--- config.mk ---
export PLATFORM = sky130hd
export DESIGN_NAME = skew_fifo
export DESIGN_NICKNAME = d
export VERILOG_FILES = /design/src/rtl/skew_fifo.sv
export SDC_FILE = /design/constraint.sdc
export NUM_CORES = 1
export LEC_CHECK = 0
export CAP_MARGIN = 20
export CORE_MARGIN = 4
export CORE_UTILIZATION = 50
export CTS_BUF_LIST = sky130_fd_sc_hd__clkbuf_16
export DETAILED_ROUTE_END_ITERATION = 10
export HOLD_SLACK_MARGIN = 0.15
export PLACE_DENSITY = 0.78
export SKIP_LAST_GASP = 1
export SYNTH_ARGS = -nofsm -noshare
export SYNTH_HDL_FRONTEND = slang
export SYNTH_SLANG_ARGS = --single-unit
export TNS_END_PERCENT = 50
--- constraint.sdc ---
create_clock -name clk -period 3.3 [get_ports clk]
set_clock_uncertainty 0.05 [all_clocks]
set_input_delay 0.66 -clock clk [delete_from_list [all_inputs] [get_ports clk]]
set_output_delay 0.66 -clock clk [all_outputs]
set_load 0.05 [all_outputs]
--- src/rtl/skew_fifo.sv ---
// skew_fifo: per-lane triangular delay buffer feeding the systolic array.
// Lane i is tapped at stage base+i (skew) or base+LANES-1-i (deskew), so
// lane i has a latency of 1+tap enabled cycles.
// Build option SKEW_FIFO_ZERO_INVALID_EN: when defined, q lanes whose
// vld_out bit is low read as zero. When undefined, q shows the raw stage data.
module skew_fifo #(
  parameter int unsigned LANES    = 4,
  parameter int unsigned BITS     = 8,
  parameter int unsigned MAX_BASE = 3,
  localparam int unsigned BASE_W  = (MAX_BASE > 0) ? $clog2(MAX_BASE + 1) : 1
) (
  input  logic                    clk,
  input  logic                    rst_n,
  input  logic                    en,
  input  logic                    flush,
  input  logic                    cfg_load,
  input  logic                    cfg_mode,
  input  logic [BASE_W-1:0]       cfg_base,
  input  logic [LANES*BITS-1:0]   d,
  input  logic [LANES-1:0]        vld_in,
  output logic [LANES*BITS-1:0]   q,
  output logic [LANES-1:0]        vld_out,
  output logic                    busy
);

  localparam int unsigned DEPTH = 1 + MAX_BASE + LANES - 1;
  localparam int unsigned TAP_W = $clog2(DEPTH);

  // Stage 0 is the newest entry; stage DEPTH-1 is the oldest.
  logic [DEPTH-1:0][BITS-1:0] dat [LANES];
  logic [DEPTH-1:0]           val [LANES];
  logic                       mode;
  logic [BASE_W-1:0]          base;
  logic [BASE_W-1:0]          cfg_base_sat;
  logic [TAP_W-1:0]           tap;

  // Tap index for a lane under a given mode and base delay.
  function automatic logic [TAP_W-1:0] tap_of(input int unsigned lane,
                                               input logic m,
                                               input logic [BASE_W-1:0] b);
    int unsigned off;
    off = m ? (LANES - 1 - lane) : lane;
    return TAP_W'(32'(b) + off);
  endfunction

  // Base delays above MAX_BASE saturate when loaded.
  assign cfg_base_sat = (32'(cfg_base) > MAX_BASE) ? BASE_W'(MAX_BASE) : cfg_base;

  // Configuration and stage registers; flush beats cfg_load beats shift.
  always_ff @(posedge clk) begin
    if (!rst_n) begin
      mode <= 1'b0;
      base <= '0;
      for (int unsigned i = 0; i < LANES; i++) begin
        dat[i] <= '0;
        val[i] <= '0;
      end
    end else begin
      if (cfg_load) begin
        mode <= cfg_mode;
        base <= cfg_base_sat;
      end
      if (flush) begin
        for (int unsigned i = 0; i < LANES; i++) begin
          dat[i] <= '0;
          val[i] <= '0;
        end
      end else if (cfg_load) begin
        for (int unsigned i = 0; i < LANES; i++) begin
          val[i] <= '0;
        end
      end else if (en) begin
        for (int unsigned i = 0; i < LANES; i++) begin
          val[i] <= {val[i][DEPTH-2:0], vld_in[i]};
          dat[i] <= {dat[i][DEPTH-2:0], d[i*BITS +: BITS]};
        end
      end
    end
  end

  // Output tap mux and occupancy flag, read straight from the stage registers.
  always_comb begin
    q       = '0;
    vld_out = '0;
    busy    = 1'b0;
    tap     = '0;
    for (int unsigned i = 0; i < LANES; i++) begin
      tap        = tap_of(i, mode, base);
      vld_out[i] = val[i][tap];
`ifdef SKEW_FIFO_ZERO_INVALID_EN
      q[i*BITS +: BITS] = val[i][tap] ? dat[i][tap] : '0;
`else
      q[i*BITS +: BITS] = dat[i][tap];
`endif
      busy = busy | (|val[i]);
    end
  end

endmodule

==> impl_results.md, run 1 <==
- Status: finished, violations left
- Failing checks: setup timing
- Area grow syn2layout: 33.1%
- Final max-slew violation count: 0
- Finished Layout Cells: 1260
- Cells after DPL: 1183
- Commonest non-fill, non-tap cell in the layout: and2_1
- Global routing usage on met1: 0.269
- Residual DRC: 0
- Die W: 159 um
- Worst setup SP type: flip-flop
- TritonCTS buffer count: 28
- Synth Flop Type: edfxtp_1
- Reg clk slew, reported paths: 0.06 ns
- CP arrival: 2.87 ns
- CTS H-tree lvls: 1
- Synth Cell Area: 11400 um2
- Ant. Diodes: 0
- Worst min-delay path category: flip-flop to flip-flop
- RSZ-0062 raised after global routing: true
- Nature of the critical path endpoint: output pin
- Worst relative slew slack: 0.539
- CTS Buffer Depth: 3
- Min Tclk post-route: 3.58 ns
- Syn Inst Count: 842
- Grt ovf: 0
- Commonest non-fill, non-tap cells in the layout: 200 x and2_1, 196 x edfxtp_1, 57 x dfxtp_1, 54 x mux2i_1, 51 x buf_12
- Leakage: 6.09 nW
- Largest net degree at the start of global routing: 59
- Via count: 7214
- Vias in the first global route: 7412
- Met3 Use GR: 0.0326
- Hold_sp: dat[2][54]
- Maximum fanout along the worst path: 7
- Gpl congestion: 0.777
- TritonCTS clock tree: done
- Die Area: 25400 um2
- FF-to-FF End: val[2][6]
- Number of routed nets with antenna violations: 0
- GRT Resource Usage Total: 0.188
- Hold Buf Count CTS: 0
- Max Fclk: 280 MHz
- Final nets: 1003
- WS Path Type: flip-flop to output pin
- IO Count: 81
- Core area: 22600 um2
- Initial core utilization: 0.507
- Max Cap Viol: 0
- GR Util met2: 0.305
- Post-synth EDFFs: 196
- Seq cells post-synth: 255
- Actual slew at the worst max-slew pin: 0.688 ns
- Vias per cell: 5.73
- Reg2Reg Depth: 1
- Worst VDD drop: 349 uV
- Final WL: 24900 um
- HPWL after DPL: 14400 um
- Critical R2R Launch: val[2][5]
- Area of the multi-input gates: 4760 um2
- Syn Nets: 892
- PwrDens: 550 nW/um2
- Worst-case hold path end point: dat[2][54]
- Post-synthesis async set-or-reset flop share: 0
- Hold depth: 1
- Initial antenna violation count: 0
- Yosys warnings: 0
- IO buf count: 80
- Share of post-route cells with drive strength above 1: 0.288
- Final core utilization: 0.675
- Die height: 159 um
- Avg WL per Cell: 19.8 um
- Setup slack at placement: 0.0315 ns
- # fillers: 1527
- GRT Max-Usage Layer: met2
- Seq/Total Area, Yosys: 0.617
- Sequential cell area: 7070 um2
- Clk_lat worst skew: 0.53 ns
- Setup violators final: 36
- Sink Count: 255
- Num rows: 55
- Flop2flop setup slack: 2.36 ns
- DR iter-0 viols: 490
- Cell variety after synth: 31
- Final hold vios: 0
- First-pass GRT wire length: 39800 um
- Clock Tree Root: clkbuf_16
- Worst Setup Slack, final: -0.276 ns
- CP Data Required Time: 2.59 ns
- Total power: 8.39 mW
- Hold_ws: 0.435 ns
- Total iterations of the first detailed-routing run: 4
- Fin crit share: 1.08
- Syn Area/Cell: 13.6 um2
-- where the power goes --
group          switching, mW  internal (mW)  total (mW)  leakage [nW]
clock network           1.21           1.65        2.86         0.462
registers             0.0727           3.58        3.65          2.72
logic                  0.976          0.903        1.88          2.91
total                   2.26           6.13        8.39          6.09
-- registers in the layout, summed over array words and instances, names as in the netlist --
name / count
base: 2
dat: 224
mode: 1
val: 28
-- what timing repair did --
item,4_1_cts,5_1_grt
setup buffers,17,6
resized for setup,98,35
gates cloned,7,2
pin swaps,20,24
setup endpoints to repair,36,36
-- stage by stage --
step	cell area (um2)	setup TNS [ns]
after floorplan	11700	-7.49
after detailed placement	13300	0
after global routing	15200	-11.51
after global placement	13300	0
final	15200	-8.20
after CTS	15000	-8.65
-- synthesized netlist by cell type (all sizes together) (18+ instances only) --
cell,instances,area (um2)
edfxtp,196,5890
a22o,48,420
a221oi,53,464
a211oi,18,135
and2,202,1260
buf,40,269
nor2b,21,131
a311oi,19,166
clkbuf,32,138
mux2,36,405
dfxtp,59,1180
mux2i,57,571
-- worst max-delay path, cell delays in order, from the launching register on --
cell and delay, ns:
dfxtp_4 0.37, ha_4 0.14, inv_4 0.03, fa_2 0.62, buf_12 0.13, buf_12 0.12, mux2_2 0.35, a221oi_2 0.26
a221oi_2 0.11, buf_12 0.21
-- cells by family (layout without fill, tap and decap cells) --
logic type	after synthesis	in the layout	synth area share
AO/OA/AOI/OAI	146	146	0.107
adder cells (fa/ha/maj)	6	6	0.00918
buffers and inverters	80	212	0.0381
multiplexers	93	93	0.0852
AND/OR/NAND/NOR	262	263	0.143
flip-flops	255	255	0.617
-- final cells by class --
class / count / share of cell area
flip-flops and latches: 255 / 0.464
multi-input cells: 508 / 0.313
repair buffers: 151 / 0.141
clock buffers: 29 / 0.0476
well taps: 285 / 0.0234
clock inverters: 23 / 0.00772
inverters: 8 / 0.00271
repair inverters: 1 / 0.000493
-- layer usage --
layer / up-vias / routed length [um]
met4: 0 / 340
met2: 182 / 11900
li1: 3399 / -
met1: 3607 / 11500
met3: 26 / 1240
met5: - / 0
-- worst max path at each step --
| stage | endpoint | from | depth (start not counted) | slack [ns] |
|---|---|---|---|---|
| 6_report | vld_out[2] | mode | 9 | -0.28 |
| 5_1_grt | q[7] | mode | 9 | -0.39 |
| 4_1_cts | q[18] | mode | 9 | -0.28 |
| 3_5_place_dp | q[28] | mode | 9 | 0.03 |
| 3_3_place_gp | q[8] | mode | 8 | 0.09 |
| 2_1_floorplan | q[3] | mode | 8 | -0.42 |
Note: power is estimated with default switching activity, not from simulation.
==> inputs of run 2 (changes only) <==
--- a/config.mk
+++ b/config.mk
@@ -5,13 +5,15 @@
 export SDC_FILE = /design/constraint.sdc
 export NUM_CORES = 1
 export LEC_CHECK = 0
+export ABC_AREA = 1
 export CAP_MARGIN = 20
 export CORE_MARGIN = 4
 export CORE_UTILIZATION = 50
 export CTS_BUF_LIST = sky130_fd_sc_hd__clkbuf_16
 export DETAILED_ROUTE_END_ITERATION = 10
 export HOLD_SLACK_MARGIN = 0.15
-export PLACE_DENSITY = 0.78
+export PLACE_DENSITY = 0.77
+export SKIP_CTS_REPAIR_TIMING = 1
 export SKIP_LAST_GASP = 1
 export SYNTH_ARGS = -nofsm -noshare
 export SYNTH_HDL_FRONTEND = slang
==> run 2 against run 1 <==
Against the previous run:
- the flow still finishes with violations (setup timing)
- routed wire length increased by 16%
- design area is 0.36% lower
- count of clock-buffer cells in the layout fell by 2
- critical path type unchanged
- largest power group unchanged
==> impl_results.md, run 2 <==
- Setup violators final: 36
- Hold depth: 2
- Commonest non-fill, non-tap cells in the layout: 421 x nand2_1, 253 x inv_1, 231 x nand3_1, 211 x nor2_1, 196 x edfxtp_1
- Vias per cell: 5.12
- Critical R2R Launch: val[1][4]
- IO Count: 81
- Worst-case hold path end point: dat[2][50]
- Post-synthesis async set-or-reset flop share: 0
- Clk pwr share: 0.348
- Worst setup SP type: flip-flop
- CP arrival: 2.67 ns
- Hold_sp: dat[2][50]
- Comb power frac: 0.241
- Flop2flop setup slack: 2.43 ns
- Max Fclk: 296 MHz
- Syn Nets: 1608
- Status: finished, violations left
- Area grow syn2layout: 21.2%
- TritonCTS buffer count: 27
- Leakage: 6.62 nW
- Cell variety after synth: 20
- Vias in the first global route: 9307
- Max Cap Viol: 0
- Commonest cells in the netlist: 437 x nand2_1, 251 x inv_1, 232 x nand3_1, 211 x nor2_1, 196 x edfxtp_1
- Core area: 24500 um2
- Seq/Total Area, Yosys: 0.564
- IO buf count: 80
- Seq cells post-synth: 255
- Actual slew at the worst max-slew pin: 0.702 ns
- Final max-slew violation count: 0
- Die height: 166 um
- TritonCTS clock tree: done
- # fillers: 2025
- Pint: 6.18 mW
- Total power: 8.78 mW
- HPWL after DPL: 16600 um
- Number of routed nets with antenna violations: 0
- Initial core utilization: 0.512
- Ranking of synthesized cells by area: edfxtp_1 47%, nand2_1 13%, dfxtp_1 9.4%
- Die Area: 27600 um2
- CTS Buffer Depth: 3
- Failing checks: setup timing
- WS Path Type: flip-flop to output pin
- DR iter-0 viols: 893
- Largest net degree at the start of global routing: 112
- Clk_lat worst skew: 0.53 ns
- Setup TNS Final: -1.75 ns
- PwrDens: 578 nW/um2
- Clock Tree Root: clkbuf_16
- Initial antenna violation count: 1
- Worst min-delay path category: flip-flop to flip-flop
- Leading area contributor after synthesis: edfxtp_1
- CTS H-tree lvls: 1
- Maximum fanout along the worst path: 9
- First-pass GRT wire length: 45200 um
- Nature of the critical path endpoint: output pin
- Fin crit share: 1.02
- Synth Cell Area: 12500 um2
- Reg2Reg Depth: 2
- Worst relative slew slack: 0.532
- Residual DRC: 0
- Via count: 10100
- GRT Resource Usage Total: 0.192
- Worst Setup Slack, final: -0.0780 ns
- Die W: 166 um
- Switching Fraction: 0.296
- Final hold vios: 0
- Yosys warnings: 0
- CP Data Required Time: 2.59 ns
- Final nets: 1676
- Share of post-route cells with drive strength above 1: 0.102
- Gpl congestion: 0.844
- Commonest non-fill, non-tap cell in the layout: nand2_1
- Num rows: 57
- Crit path launch: mode
- RSZ-0062 raised after global routing: true
- Most common cell in the netlist: nand2_1
- Reg power frac: 0.411
- Min Tclk post-route: 3.38 ns
- Biggest register: dat
- Final WL: 28900 um
- Largest registers: dat (224), val (28), base (2)
- Grt ovf: 0
- Max reg flops: 224
- Top cell type's share of synthesized area: 0.470
- Reg clk slew, reported paths: 0.06 ns
- Total iterations of the first detailed-routing run: 5
- P_sw: 2.60 mW
- Avg WL per Cell: 14.7 um
- Syn Area/Cell: 8.04 um2
- Sink Count: 255
- Worst VDD drop: 427 uV
- Post-synth EDFFs: 196
- Syn Inst Count: 1558
- Synth Flop Type: edfxtp_1
- FF-to-FF End: val[1][5]
-- run 2: changes by cell type in the layout (fill, tap and decap cells not counted), sizes merged, moves of 21 or more --
cell	previous run	this run
a21oi	8	58
a221oi	53	0
a22o	48	0
and2	202	0
inv	22	261
mux2	36	0
mux2i	57	0
nand2	8	438
nand3	8	232
nor2	3	219
nor2b	21	0
-- run 2: cell type report --
cell class | count | area, um2 | area share
multi-input cells | 956 | 4190 | 0.276
well taps | 324 | 405 | 0.0267
repair buffers | 124 | 1610 | 0.106
inverters | 261 | 1000 | 0.0662
clock buffers | 27 | 676 | 0.0445
repair inverters | 1 | 7.51 | 0.000494
diodes | 1 | 2.50 | 0.000165
clock inverters | 22 | 218 | 0.0143
flip-flops and latches | 255 | 7070 | 0.466
-- run 2: worst max path at each step --
| stage | to | slack, ns | cells past startpoint |
|---|---|---|---|
| 3_5_place_dp | q[9] | 0.12 | 11 |
| 3_3_place_gp | q[8] | 0.25 | 11 |
| 2_1_floorplan | dat[0][0] | 0.21 | 7 |
| 5_1_grt | vld_out[0] | -0.22 | 11 |
| 4_1_cts | q[9] | -0.48 | 11 |
| 6_report | vld_out[0] | -0.08 | 11 |
-- run 2: kinds of logic (layout without fill, tap and decap cells) --
kind of cell / Yosys count / in the layout / share of synthesized area
AND/OR/NAND/NOR: 886 / 889 / 0.291
buffers and inverters: 350 / 435 / 0.112
flip-flops: 255 / 255 / 0.564
AO/OA/AOI/OAI: 61 / 61 / 0.0244
adder cells (fa/ha/maj): 6 / 6 / 0.00839
other: 0 / 1 / 0
-- run 2: worst max-delay path, cell delays in order, from the launching register on --
cell and delay (ns):
dfxtp_4 0.38, ha_2 0.18, inv_2 0.05, fa_2 0.60, buf_12 0.14, clkinvlp_4 0.12, buf_6 0.17, nand3_1 0.10
nand2_1 0.07, nand2_1 0.08, nand2_2 0.08, buf_12 0.16
-- run 2: metal layers --
layer | wire, um | up-vias | share of wire | track usage
met5 | 0 | - | 0 | 0
met4 | 527 | 0 | 0.018 | 0.0459
met3 | 2140 | 40 | 0.074 | 0.0295
met2 | 14100 | 367 | 0.49 | 0.322
met1 | 12200 | 4673 | 0.42 | 0.265
li1 | - | 5004 | - | -
-- run 2: power groups by stage --
stage	Clock, mW	Sequential [mW]	Combinational, mW
finish	3.05	3.61	2.12
global route	3.25	3.62	2.27
CTS	3.11	3.61	1.93
detailed placement	0	3.68	1.92
global placement	0	3.67	1.90
floorplan	0	3.67	1.15
-- run 2: metrics by stage --
step | hold WS, ns | utilization | instances | area [um2] | worst slack (ns)
global route | 0.460 | 0.621 | 1971 | 15200 | -0.217
CTS | 0.438 | 0.604 | 1950 | 14800 | -0.477
detailed placement | 0.430 | 0.568 | 1901 | 13900 | 0.119
global placement | 0.417 | 0.568 | 1901 | 13900 | 0.253
finish | 0.435 | 0.621 | 1971 | 15200 | -0.0780
floorplan | 0.407 | - | 1558 | 12500 | 0.215
